===== src/rtl/pixel_row_packer.sv =====
// Serial pixel to row-word packer with frame row indexing and SOF resynchronisation.
// Define PIXEL_ROW_PACKER_PINGPONG_EN for two ping-pong row buffers; otherwise one buffer is used.
module pixel_row_packer #(
    parameter int unsigned BIT_WIDTH  = 8,
    parameter int unsigned ROW_PIX    = 70,
    parameter int unsigned FRAME_ROWS = 160
) (
    input  logic                         clk,
    input  logic                         rst_n,
    input  logic                         pix_valid,
    input  logic [BIT_WIDTH-1:0]         pix_data,
    input  logic                         pix_sof,
    output logic                         pix_ready,
    output logic                         row_valid,
    output logic [BIT_WIDTH*ROW_PIX-1:0] row_out,
    output logic [7:0]                   row_idx,
    output logic                         row_last,
    input  logic                         row_ready,
    output logic                         frame_done,
    output logic                         sync_err
);

    localparam int unsigned RowW = BIT_WIDTH * ROW_PIX;
    localparam int unsigned ColW = (ROW_PIX > 1) ? $clog2(ROW_PIX) : 1;
    localparam logic [ColW-1:0] ColLast = ColW'(ROW_PIX - 1);
    localparam logic [7:0] RowLast = 8'(FRAME_ROWS - 1);

    logic [RowW-1:0] row_buf_q [2];
    logic [7:0]      buf_idx_q [2];
    logic [1:0]      full_q, full_d;
    logic [ColW-1:0] col_q, col_d;
    logic [7:0]      wr_row_q, wr_row_d;
    logic            frame_done_q, frame_done_d;
    logic            sync_err_q, sync_err_d;

    logic            wr_sel, rd_sel;
    logic            accept, xfer, sof_resync, row_fill;
    logic [ColW-1:0] wr_slot;

`ifdef PIXEL_ROW_PACKER_PINGPONG_EN
    logic wr_sel_q, rd_sel_q;

    always_ff @(posedge clk or negedge rst_n) begin
        if (!rst_n) begin
            wr_sel_q <= 1'b0;
            rd_sel_q <= 1'b0;
        end else begin
            if (row_fill) wr_sel_q <= ~wr_sel_q;
            if (xfer)     rd_sel_q <= ~rd_sel_q;
        end
    end

    assign wr_sel = wr_sel_q;
    assign rd_sel = rd_sel_q;
`else
    assign wr_sel = 1'b0;
    assign rd_sel = 1'b0;
`endif

    always_comb begin
        pix_ready  = !full_q[wr_sel];
        row_valid  = full_q[rd_sel];
        accept     = pix_valid && pix_ready;
        xfer       = row_valid && row_ready;
        // SOF anywhere but the very first frame pixel restarts the frame at row 0, col 0.
        sof_resync = accept && pix_sof && !((col_q == '0) && (wr_row_q == '0));
        row_fill   = accept && !sof_resync && (col_q == ColLast);
        wr_slot    = sof_resync ? '0 : col_q;

        col_d        = col_q;
        wr_row_d     = wr_row_q;
        full_d       = full_q;
        sync_err_d   = sync_err_q | sof_resync;
        frame_done_d = xfer && (buf_idx_q[rd_sel] == RowLast);

        if (sof_resync) begin
            col_d    = ColW'(1);
            wr_row_d = '0;
        end else if (row_fill) begin
            col_d    = '0;
            wr_row_d = (wr_row_q == RowLast) ? '0 : wr_row_q + 8'd1;
        end else if (accept) begin
            col_d = col_q + ColW'(1);
        end

        // Fill and transfer target different buffers whenever both happen together.
        if (xfer)     full_d[rd_sel] = 1'b0;
        if (row_fill) full_d[wr_sel] = 1'b1;
    end

    always_ff @(posedge clk or negedge rst_n) begin
        if (!rst_n) begin
            full_q       <= '0;
            col_q        <= '0;
            wr_row_q     <= '0;
            frame_done_q <= 1'b0;
            sync_err_q   <= 1'b0;
        end else begin
            full_q       <= full_d;
            col_q        <= col_d;
            wr_row_q     <= wr_row_d;
            frame_done_q <= frame_done_d;
            sync_err_q   <= sync_err_d;
        end
    end

    always_ff @(posedge clk or negedge rst_n) begin
        if (!rst_n) begin
            for (int i = 0; i < 2; i++) begin
                row_buf_q[i] <= '0;
                buf_idx_q[i] <= '0;
            end
        end else begin
            if (accept) row_buf_q[wr_sel][wr_slot*BIT_WIDTH +: BIT_WIDTH] <= pix_data;
            if (row_fill) buf_idx_q[wr_sel] <= wr_row_q;
        end
    end

    assign row_out    = row_buf_q[rd_sel];
    assign row_idx    = buf_idx_q[rd_sel];
    assign row_last   = (buf_idx_q[rd_sel] == RowLast);
    assign frame_done = frame_done_q;
    assign sync_err   = sync_err_q;

    // A presented row must not change until the consumer takes it.
    assert property (@(posedge clk) disable iff (!rst_n)
        row_valid && !row_ready |=> row_valid && $stable(row_out) && $stable(row_idx));

endmodule


===== config.mk =====
export PLATFORM = sky130hd
export DESIGN_NAME = pixel_row_packer
export DESIGN_NICKNAME = d
export VERILOG_FILES = /design/src/rtl/pixel_row_packer.sv
export SDC_FILE = /design/constraint.sdc
export NUM_CORES = 1
export LEC_CHECK = 0
export ABC_CLOCK_PERIOD_IN_PS = 4300
export BUFFER_PORTS_ARGS = -buffer_cell sky130_fd_sc_hd__clkbuf_2
export CORE_MARGIN = 2
export CORE_UTILIZATION = 30
export DETAILED_ROUTE_END_ITERATION = 12
export GPL_TIMING_DRIVEN = 0
export SLEW_MARGIN = 20
export SYNTH_ARGS = -nofsm -noshare
export SYNTH_HDL_FRONTEND = slang
export SYNTH_SLANG_ARGS = --single-unit
export TNS_END_PERCENT = 100

===== constraint.sdc =====
create_clock -name clk -period 4.3 [get_ports clk]
set_input_delay 0.645 -clock clk [delete_from_list [all_inputs] [get_ports clk]]
set_output_delay 0.645 -clock clk [all_outputs]
set_load 0.005 [all_outputs]

* Word-level counts from Yosys, hierarchy flattened
Index checks and enable logic that the tools add are counted.
Cells by class: eq/ne operators 3, muxes and demuxes 10, $add $sub $neg 3, $mul 0, $lt $le $gt $ge 0, bitwise logic cells 1, div/mod/pow operators 0, reduce and logical (&&, ||, !) cells 16, shift-type cells 2
Operator list (number):
- bitwise mux 1120 bit | 1
- variable shift 8 x 34 -> 560 bit (first input constant) | 1
- indexed part select 8 x 34 -> 560 bit | 1
- negation 10 -> 34 bit | 1
- two-way mux 7 bit | 4
- two-way mux 8 bit | 3
- equality test 8 bit (second input constant) | 2
- adder 8 x 1 -> 8 bit (second input constant) | 1
- logical AND 1 bit | 8
- zero test 8 bit | 1
- adder 7 x 1 -> 7 bit (second input constant) | 1
- equality test 7 bit (second input constant) | 1
- zero test 7 bit | 1
- nonzero test 2 bit | 2
- zero test 1 bit | 3
- nonzero test 3 bit | 1
- two-way mux 1 bit | 2
- OR 1 bit | 1
Word-level totals: bits in latches 0, output and inout port bits 573, RAM bits 0, bits in read-only memories 0, bits of input ports 13, flip-flop bits (word level) 1146, word-level logic and storage cells 43, memories kept 0

* Logic depth before layout (Yosys ltp)
Gate-level depths: netlist of run 1.
depth after elaboration 9, depth in mapped cells 22, gate-level depth less buffers 15

* Worst setup path after synthesis of run 1
Ideal clock, no wire load.
path kind register -> register, start point register col_q[1], end point register row_buf_q[1064] (netlist bit), setup time 125 ps, data required time 4175 ps, arrival time 4593 ps, period minus slack after synthesis 4718 ps, setup slack -418 ps, cell stages (with the launch flop) 22, path buffers 7, cell sequence dfrtp_1 > clkbuf_1 > inv_1 > ha_1 > nor4b_1 > nand4_1 > buf_2 > nand2_2 > buf_1 > nand2_1 > ha_1 > clkbuf_1 > o21a_1 > ha_1 > clkbuf_1 > nand2_1 > nor3_1 > and3_1 > clkbuf_1 > and3_1 > clkbuf_1 > mux2_2
Between the ends: word-level cells in the longest chain between the ends 8, elaborated cells between the ends (all ways) 9, classes of those cells 1 x add/sub; 2 x shift; 2 x mux; 4 x reduce/logical
Ends and longest elaborated chain:
- from (decl) | RTL line 31 | logic [ColW-1:0] col_q, col_d;
- from (signal assigned) | RTL line 100 | col_q <= col_d;
- zero test 7 bit | RTL line 66 | sof_resync = accept && pix_sof && !((col_q == '0) && (wr_row_q == '0));
- logical AND 1 bit | RTL line 66
- zero test 1 bit | RTL line 66
- logical AND 1 bit | RTL line 66
- two-way mux 7 bit * | RTL line 68 | wr_slot = sof_resync ? '0 : col_q;
- negation 10 -> 34 bit * | RTL line 114 | if (accept) row_buf_q[wr_sel][wr_slot*BIT_WIDTH +: BIT_WIDTH] <= pix_data;
- indexed part select 8 x 34 -> 560 bit or variable shift 8 x 34 -> 560 bit (tied branches) | RTL line 114
- bitwise mux 1120 bit * | RTL line 114
- to (signal, indexed assignment) | RTL line 114
- to (decl) | RTL line 28 | logic [RowW-1:0] row_buf_q [2];
Every way passes the cells marked *; elsewhere a longest branch is shown, timed or not. A chain may end at the register's enable or synchronous reset.

* Final worst setup path of run 1
start point register col_q[1], end point register row_buf_q[809] (netlist bit)
Same word-level chain as after synthesis.

==> metrics, run 1 <==
worst slack, placed=-1570 ps; vias in the first global route=17.7k; DR WL/cell=24.2 µm; Clock Skews=15.5 ps; most common cell after layout, fill and taps aside=clkbuf_2; GRT overflow=0; layout cells sized above 1=approximately 48%; Hold WS=222 ps; die area=about 80000 µm²; Sinks on Clock Net=around 590; run status=complete, no violations; initial antenna violation count=3; core box area=about 76000 µm²; Util after Layout=41.3%; worst reg2reg startpoint=col_q[1]; Hold Crit Class=in -> reg; nets=2607; CTS buffer count=68; Top FF cell, synth=dfrtp_1; Critical Path RT=4780 ps; most frequent cells in the layout=clkbuf_2, dfrtp_1, mux2_2; Leak Pwr=about 0.016 µW; Max-Cap Viols=0; Internal=11000 µW; First DRT Iteration DRCs=1088; IO Count=586; ys async rst share=100%; H-tree depth=3; Clock Latency Late Sink=610 ps; Antenna Violating Nets Remaining=0; synthesized net count=1884; storage element area=14700 µm²; CTS tree=built; worst-margin pin slew=1220 ps; port bufs=580; via/cell ratio=4.89; FF-to-FF setup slack=~95 ps; crit-path max FO=10; Setup CP Type=reg -> reg; Post-Syn Instances=1864; syn_area_per_cell=12.4 µm²; switching share of power=34.1%; Total Routing Usage GR=21.8%; Flop pwr share=38.1%; Placer Congestion=0.911; Reg2Reg Depth=19; die height=282 µm; clock slew at reported path FFs=60 ps; row cnt=101; Hold Fails Final Rpt=0; synth-to-layout area growth=35.5%; multi-input logic area=8660 µm²; Initial Util=a little under a third; Setup crit start kind=flop; critical path capture point type=flop; fin crit share=a little over nine tenths; Power per Cell Area=between 500 and 600 nW/µm²; DR vias=~18k; die width=282 µm; Final Max Slew Viols=0; yosys warns=0; Distinct cells, synth=59; global-route wire length before repair=126 mm; Routed WL=88.6 mm; Final Instance Count excl. Fillers=3667; endpoints failing setup=0; WHS Endpoint=full_q[0]; # DRC=0; DP Cell Count=3484; flops & latches, synth=586; Final min period=between 4000 and 5000 ps; synthesized area=about 23000 µm²; worst setup margin=~95 ps; Fillers=7348; relative slew slack=18.9%; clock power share=a little over a third; Max Fclk=238 MHz; part of the Yosys area used for sequential elements=between 60% and 70%; CTS Buffer Depth=3; peak supply drop=0.286 mV; reg2reg end=row_buf_q[809]; Post-synth EDFFs=0; CTS Root Cell=clkbuf_16; TritonRoute pass-1 iters=6; combinational power share=26.1%; hold path depth=2; Final HPWL DP=64.2 mm; switching power=5670 µW; largest net degree at the start of global routing=94; hold path startpoint=row_ready; CP arrival=4690 ps
[how the worst max path moves through the flow]
| stage | start | endpoint | slack, ps | cells past startpoint |
|---|---|---|---|---|
| finish | col_q[1] | row_buf_q[809] | 100 | 19 |
| global route | col_q[1] | row_buf_q[893] | -40 | 17 |
| CTS | col_q[1] | row_buf_q[1023] | 1 | 17 |
| detailed placement | col_q[1] | row_buf_q[1010] | -1570 | 17 |
| global placement | rst_n | row_buf_q[943] | -11790 | 1 |
| floorplan | col_q[1] | row_buf_q[896] | 50 | 20 |
[cell families (layout without fill, tap and decap cells)]
| group | after synthesis | in the layout | share of synthesized area, % |
|---|---|---|---|
| buf+inv | 119 | 891 | 2.01 |
| mux | 351 | 351 | 17.0 |
| other cells | 0 | 1 | 0 |
| fa+ha+maj | 7 | 7 | 0.378 |
| compound gates | 271 | 271 | 6.42 |
| xor+xnor | 9 | 9 | 0.340 |
| simple gates | 521 | 521 | 10.6 |
| flops | 586 | 586 | 63.2 |
[cell type report]
class                   instances  area share, %
multi-input cells            1159           27.6
well taps                    1030           4.10
flip-flops and latches        586           46.6
clock inverters                22          0.963
plain buffers                  92           1.47
repair buffers                667           12.7
diodes                          1        0.00796
clock buffers                  97           6.40
inverters                      13          0.163
[routing by layer]
layer / GRT usage, % / up-vias / share of wire [%]
met1: 28.0 / 9138 / 42
li1: - / 7973 / -
met2: 35.0 / 668 / 47
met4: 7.50 / 4 / 3.1
met5: 0 / - / 0.026
met3: 6.41 / 158 / 7.9
[worst max-delay path, stage by stage, from the launching register on]
cell and delay (ps):
dfrtp_2 410, inv_2 80, ha_2 170, nor4b_4 220, nand4_1 220, a21oi_2 280
inv_2 80, clkbuf_16 180, ha_2 200, buf_8 140, nand2b_1 170, o211a_1 230
buf_4 180, nor4_4 250, buf_4 170, buf_12 100, o2111ai_4 260, nor2_4 230
buf_12 150, mux2_2 340
[synthesized netlist by cell type, types with 2 or more instances]
| master | instances | area share, % |
|---|---|---|
| inv_1 | 13 | 0.21 |
| and3b_1 | 2 | 0.076 |
| and3_1 | 25 | 0.67 |
| nor2_2 | 18 | 0.49 |
| nand2b_1 | 7 | 0.19 |
| or2_2 | 4 | 0.11 |
| or4_1 | 4 | 0.13 |
| a21o_1 | 3 | 0.097 |
| a2111oi_0 | 3 | 0.11 |
| dfrtp_1 | 586 | 63 |
| nand3_1 | 57 | 1.2 |
| o211a_1 | 2 | 0.086 |
| mux2_2 | 343 | 17 |
| nor4_2 | 2 | 0.11 |
| o211ai_1 | 3 | 0.097 |
| o41ai_1 | 4 | 0.15 |
| nand2_1 | 275 | 4.4 |
| nor2b_1 | 4 | 0.11 |
| nand4b_1 | 2 | 0.076 |
| buf_2 | 9 | 0.19 |
| or3_1 | 3 | 0.081 |
| xnor2_1 | 2 | 0.076 |
| xor2_1 | 7 | 0.26 |
| nor4b_1 | 2 | 0.076 |
| nor3b_1 | 2 | 0.065 |
| nor3_1 | 26 | 0.56 |
| nor4_1 | 4 | 0.11 |
| clkbuf_1 | 92 | 1.5 |
| ha_1 | 7 | 0.38 |
| buf_1 | 4 | 0.065 |
| mux2i_1 | 7 | 0.30 |
| o21a_1 | 3 | 0.097 |
| a21oi_1 | 8 | 0.17 |
| o31ai_1 | 15 | 0.49 |
| and2_1 | 9 | 0.24 |
| o21ai_0 | 219 | 4.7 |
| and4_1 | 3 | 0.11 |
| nor3_2 | 6 | 0.26 |
| o2111ai_1 | 2 | 0.076 |
| nand2_2 | 2 | 0.054 |
| nor2_1 | 38 | 0.61 |
| nand4_1 | 20 | 0.54 |
[flip-flops by register name, indices dropped and copies added (netlist names)]
name / count
buf_idx_q: 8
col_q: 7
frame_done: 1
full_q: 1
row_buf_q: 560
sync_err: 1
wr_row_q: 8
[per-stage QoR]
step / setup TNS [ps] / area [µm²] / total power (µW)
4_1_cts: 0 / 30800 / 16500
6_report: 0 / 31400 / 16600
5_1_grt: -142 / 31400 / 17400
3_5_place_dp: -609370 / 27700 / 10100
3_3_place_gp: -7459980 / 27400 / 10100
2_1_floorplan: 0 / 23200 / 8110
[repair_timing]
item | 4_1_cts | 5_1_grt
pin swaps | 25 | 25
setup buffers | 37 | 39
hold endpoints to repair | 43 | 0
hold buffers | 1 | 0
gates resized for setup | 110 | 68
setup endpoints to repair | 560 | 502
[power by group through the flow]
| stage | registers (µW) | logic [µW] | clock network, µW |
|---|---|---|---|
| after floorplan | 6460 | 1650 | 0 |
| after global routing | 6410 | 4640 | 6340 |
| after global placement | 6430 | 3640 | 0 |
| after CTS | 6340 | 4050 | 6130 |
| final | 6340 | 4340 | 5970 |
| after detailed placement | 6430 | 3700 | 0 |
Note: power is estimated with default switching activity, not from simulation.
==> run 2, diff against run 1 <==
--- a/config.mk
+++ b/config.mk
@@ -6,11 +6,12 @@
 export NUM_CORES = 1
 export LEC_CHECK = 0
 export ABC_CLOCK_PERIOD_IN_PS = 4300
-export BUFFER_PORTS_ARGS = -buffer_cell sky130_fd_sc_hd__clkbuf_2
+export BUFFER_PORTS_ARGS = -buffer_cell sky130_fd_sc_hd__buf_2
 export CORE_MARGIN = 2
 export CORE_UTILIZATION = 30
 export DETAILED_ROUTE_END_ITERATION = 12
 export GPL_TIMING_DRIVEN = 0
+export MAX_ROUTING_LAYER = met4
 export SLEW_MARGIN = 20
 export SYNTH_ARGS = -nofsm -noshare
 export SYNTH_HDL_FRONTEND = slang
==> run 2 against run 1 <==
Wire length fell by 0.57%. Critical path depth is 2 lower. First-iteration DRC count up 15%. Sequential cell count unchanged. Setup slack got worse by 18 ps. Die area unchanged. Global-route usage rose by 0.59 points. Sequential share of layout area grew 0.45 points. Register-to-register slack got worse by 20 ps. Combinational power down 3%. Sequential power is essentially flat. Design area decreased by 0.95%. Critical path type unchanged. Critical endpoint is now row_buf_q[1078].
==> metrics, run 2 (synthesis gave the netlist of run 1 again) <==
run status=complete, no violations; worst reg2reg startpoint=col_q[1]; Hold WS=between 20 and 25 ps; CP startpoint=col_q[1]; nets=2598; CTS Buffer Depth=3; worst slack, placed=-1500 ps; Max Fclk=237 MHz; Final min period=4220 ps; synth-to-layout area growth=34.3%; worst setup margin=around 77 ps; Setup CP Type=reg -> reg; via/cell ratio=4.91; IO Count=586; RSZ-0062 raised after global routing=true; TritonRoute pass-1 iters=5; Clock Skews=16.4 ps; Routed WL=88.1 mm; critical path capture point type=flop; Finished Cell Area=slightly above 30000 µm²; DR WL/cell=24.1 µm; die area=79600 µm²; Hold Crit Class=in -> async; max reg flops=560; worst-margin pin slew=1190 ps; layout cells sized above 1=47.1%; Power per Cell Area=528 nW/µm²; fin crit share=98.2%; largest net degree at the start of global routing=99; initial antenna violation count=4; Placer Congestion=0.926; die height=between 200 and 300 µm; Total Routing Usage GR=between 20% and 30%; Metal-1 WL=36.6 mm; CTS tree=built; Max-Cap Viols=0; Clock Latency Late Sink=610 ps; DR top layer=met4; DR vias=18.0k; Final Max Slew Viols=0; Sinks on Clock Net=586; H-tree depth=3; First DRT Iteration DRCs=around 1.3k; met3 WL=7.15 mm; clock slew at reported path FFs=60 ps; die width=282 µm; Hold Fails Final Rpt=0; most common cell after layout, fill and taps aside=buf_2; endpoints failing setup=0; most flop-heavy register=row_buf_q; CTS Root Cell=clkbuf_16; hold buffer count at CTS=0; Setup crit start kind=flop; Fillers=7437; most frequent cells in the layout=buf_2, dfrtp_1, mux2_2; global-route wire length before repair=125 mm; TNS Setup=0 ps; relative slew slack=about a fifth; CP arrival=4690 ps; Critical Path RT=4760 ps; row cnt=101; crit-path max FO=10; Antenna Violating Nets Remaining=0; CTS buffer count=68; core box area=76200 µm²; met2 wire length=41.6 mm; GRT overflow=0; placed cell areas=27600 µm²; vias in the first global route=17.7k; # DRC=0; Final HPWL DP=about 64 mm; Initial Util=between 30 and 40%; port bufs=580; peak supply drop=0.330 mV; biggest regs=row_buf_q (560), buf_idx_q (8), wr_row_q (8); Leak Pwr=0.0164 µW
-- run 2: path summary, 6_finish.rpt --
check,to,slack (ps),cells after the start
setup / recovery,row_buf_q[1078],80,17
setup reg to reg,row_buf_q[1078],80,17
min in group clk,full_q[0],230,2
max in group asynchronous,row_buf_q[906],2630,4
hold / removal,row_buf_q[753],20,1
hold reg to reg,row_buf_q[877],470,2
-- run 2: area by class of cell --
cell class	instances	area, µm²	area share [%]
diodes	4	10.0	0.0321
plain buffers	93	438	1.41
clock buffers	95	1940	6.24
clock inverters	20	312	1.00
inverters	13	53.8	0.173
multi-input cells	1159	8630	27.7
flip-flops and latches	586	14700	47.1
well taps	1030	1290	4.14
repair buffers	657	3810	12.2
-- run 2: metal layers --
layer	vias up	GRT usage, %
met5	-	-
li1	7979	-
met4	0	7.12
met3	163	6.00
met1	9133	27.8
met2	694	35.4
-- run 2: worst max-delay path: stages, from the launching register on --
cell and delay (ps):
dfrtp_2 430, inv_2 80, ha_2 170, nor4b_4 220, nand4_1 260, buf_6 220
nand2_8 100, buf_12 110, nand2_1 50, ha_2 180, clkbuf_8 160, nand2b_1 160
o211a_2 350, nor2_2 550, nand3_1 460, clkbuf_1 370, nand2_1 120, o21ai_0 80
-- run 2: what timing repair did --
item | in CTS | in global routing
setup buffers | 41 | 27
setup endpoints to repair | 560 | 492
gates resized for setup | 108 | 49
pin swaps | 28 | 17
-- run 2: per-stage QoR --
step                power [µW]  util [%]  cells
floorplan                 8110         -   1864
global placement         10000      36.0   3474
detailed placement       10100      36.3   3483
CTS                      16500      40.4   3630
global route             17200      40.9   3656
finish                   16400      40.9   3657
-- run 2: power breakdown --
part           switching [µW]  internal [µW]
combinational            2900           1330
sequential                265           6060
clock                    2410           3480
==> run 3, diff against run 2 <==
--- a/config.mk
+++ b/config.mk
@@ -5,7 +5,7 @@
 export SDC_FILE = /design/constraint.sdc
 export NUM_CORES = 1
 export LEC_CHECK = 0
-export ABC_CLOCK_PERIOD_IN_PS = 4300
+export ABC_CLOCK_PERIOD_IN_PS = 3550
 export BUFFER_PORTS_ARGS = -buffer_cell sky130_fd_sc_hd__buf_2
 export CORE_MARGIN = 2
 export CORE_UTILIZATION = 30
==> constraint.sdc (replaced) <==
create_clock -name clk -period 3.55 [get_ports clk]
set_input_delay 0.5325 -clock clk [delete_from_list [all_inputs] [get_ports clk]]
set_output_delay 0.5325 -clock clk [all_outputs]
set_load 0.005 [all_outputs]
==> run 3 against run 2 <==
The run now ends with setup timing left. Clock skew is 11 ps higher. Design area grew 10%. Wire length up 6.2%. Critical path depth increased by 2. Count of clock-buffer cells in the layout grew 2. Via count grew 4.8%. Combinational power increased by 63%. Sequential share of layout area shrank 4.4 points. Register-to-register slack got worse by 770 ps. Die area did not move. Setup slack got worse by 770 ps. Final cell count is 3.8% higher. Critical path type unchanged. Largest cell class unchanged. Largest power group unchanged.
==> metrics, run 3 (synthesis gave the netlist of run 1 again) <==
placed cell areas=28200 µm²; Largest delay share family, worst path=simple AND/OR/NAND/NOR gates; Final min period=between 4000 and 5000 ps; critical path cell sequence=clkbuf_8, clkinv_4, ha_4, nor4b_4, nand4_1, a21oi_2, inv_2, clkbuf_16, ha_4, buf_8, o21a_1, ha_4, nor2_4, o31ai_4, or3_4, or4_4, nor2_4, buf_12, mux2_4; endpoints failing setup=560; clock slew at reported path FFs=60 ps; FF-to-FF setup slack=-690 ps; met3 WL=roughly 7.5 mm; First DRT Iteration DRCs=1321; critical path capture point type=flop; Sinks on Clock Net=586; nets=2729; Hold WS=113 ps; die area=just under 80000 µm²; Setup CP Type=reg -> reg; failing checks=setup timing; Final Max Slew Viols=0; vias in the first global route=19.0k; DR vias=18.8k; DR top layer=met4; Final HPWL DP=65.4 mm; TNS Setup=-248490 ps; crit-path max FO=8; Leak Pwr=0.0177 µW; TritonRoute pass-1 iters=5; Initial Util=30.4%; Finished Cell Area=34400 µm²; worst-margin pin slew=between 1000 and 1500 ps; Antenna Violating Nets Remaining=0; DR WL/cell=between 20 and 25 µm; synth-to-layout area growth=48.1%; # DRC=0; worst setup margin=-694 ps; cell mode on critical path=ha_4; GRT overflow=0; fin crit share=120%; CP Buf/Inv Count=6; Clock Skews=27.4 ps; Placer Congestion=slightly above 0.9; max reg flops=560; Setup crit start kind=flop; Critical Path RT=roughly 4000 ps; die width=282 µm; most common cell after layout, fill and taps aside=buf_2; CTS Root Cell=clkbuf_16; biggest regs=row_buf_q (560), buf_idx_q (8), wr_row_q (8); most flop-heavy register=row_buf_q; met2 wire length=45.1 mm; CP arrival=4720 ps; peak supply drop=0.365 mV; core box area=roughly 76000 µm²; row cnt=between 100 and 150; CTS buffer count=67; worst slack, placed=-1810 ps; initial antenna violation count=3; relative slew slack=between 20% and 30%; Hold Crit Class=in -> reg; Clock Latency Late Sink=approximately 620 ps; global-route wire length before repair=130 mm; most frequent cells in the layout=buf_2, dfrtp_1, nand2_1; RSZ-0062 raised after global routing=true; layout cells sized above 1=55.0%; slowest CP cell=or4_4; Power per Cell Area=633 nW/µm²; via/cell ratio=4.96; Total Routing Usage GR=23.1%; H-tree depth=3; run status=complete, but fails checks; Hold Fails Final Rpt=0; CTS tree=built; Metal-1 WL=37.6 mm; IO Count=586; Max Fclk=236 MHz; CTS Buffer Depth=3; port bufs=580; die height=282 µm; Max-Cap Viols=0; largest net degree at the start of global routing=between 100 and 150; worst stage delay on the critical path=between 500 and 600 ps; Routed WL=93.6 mm
run 3: repair_timing:
action,CTS,global route
endpoints found under the setup margin,560,561
resized for setup,229,402
buffers inserted,97,91
hold buffers,1,0
endpoints found under the hold margin,47,0
gates cloned,2,10
pin swaps,50,76
run 3: final cells by class:
type                            instances  area (µm²)
Antenna cell                            4        10.0
Buffer                                 95         876
Clock buffer                           97        1950
Clock inverter                         26         339
Fill cell                            6963       41800
Inverter                               13        61.3
Multi-Input combinational cell       1159       10000
Sequential cell                       586       14700
Tap cell                             1030        1290
Timing Repair Buffer                  787        5160
run 3: final timing paths:
check | endpoint | start | cells after the start
setup / recovery | row_buf_q[918] | col_q[1] | 19
setup reg to reg | row_buf_q[918] | col_q[1] | 19
max in group asynchronous | row_buf_q[616] | rst_n | 5
min in group asynchronous | row_buf_q[756] | rst_n | 2
hold reg to reg | row_buf_q[910] | row_buf_q[910] | 2
hold / removal | full_q[0] | row_ready | 2
run 3: routing by layer:
metal	global-route usage [%]	vias up
met5	-	-
met3	5.96	196
met4	8.81	0
met1	28.2	9652
li1	-	8236
met2	36.8	740
run 3: metrics by stage:
| step | util (%) | power, µW | cells |
|---|---|---|---|
| 6_report | 45.1 | 21700 | 3797 |
| 2_1_floorplan | - | 10100 | 1864 |
| 3_3_place_gp | 36.7 | 12400 | 3474 |
| 5_1_grt | 45.1 | 22600 | 3795 |
| 4_1_cts | 42.4 | 20800 | 3699 |
| 3_5_place_dp | 37.0 | 12600 | 3482 |
run 3: power breakdown:
part / internal, µW / switching, µW / total, µW / leakage (µW)
combinational: 2660 / 4230 / 6890 / 0.00851
sequential: 7340 / 372 / 7710 / 0.00813
clock: 4180 / 2970 / 7150 / 0.00111
total: 14200 / 7570 / 21700 / 0.0177
run 3: worst register-to-register path: cells and delay by family (launching register included):
family | cells | cell delay [ps]
flops | 1 | 390
simple gates | 6 | 1750
compound gates | 3 | 530
mux | 1 | 310
fa+ha+maj | 3 | 430
buf+inv | 6 | 690
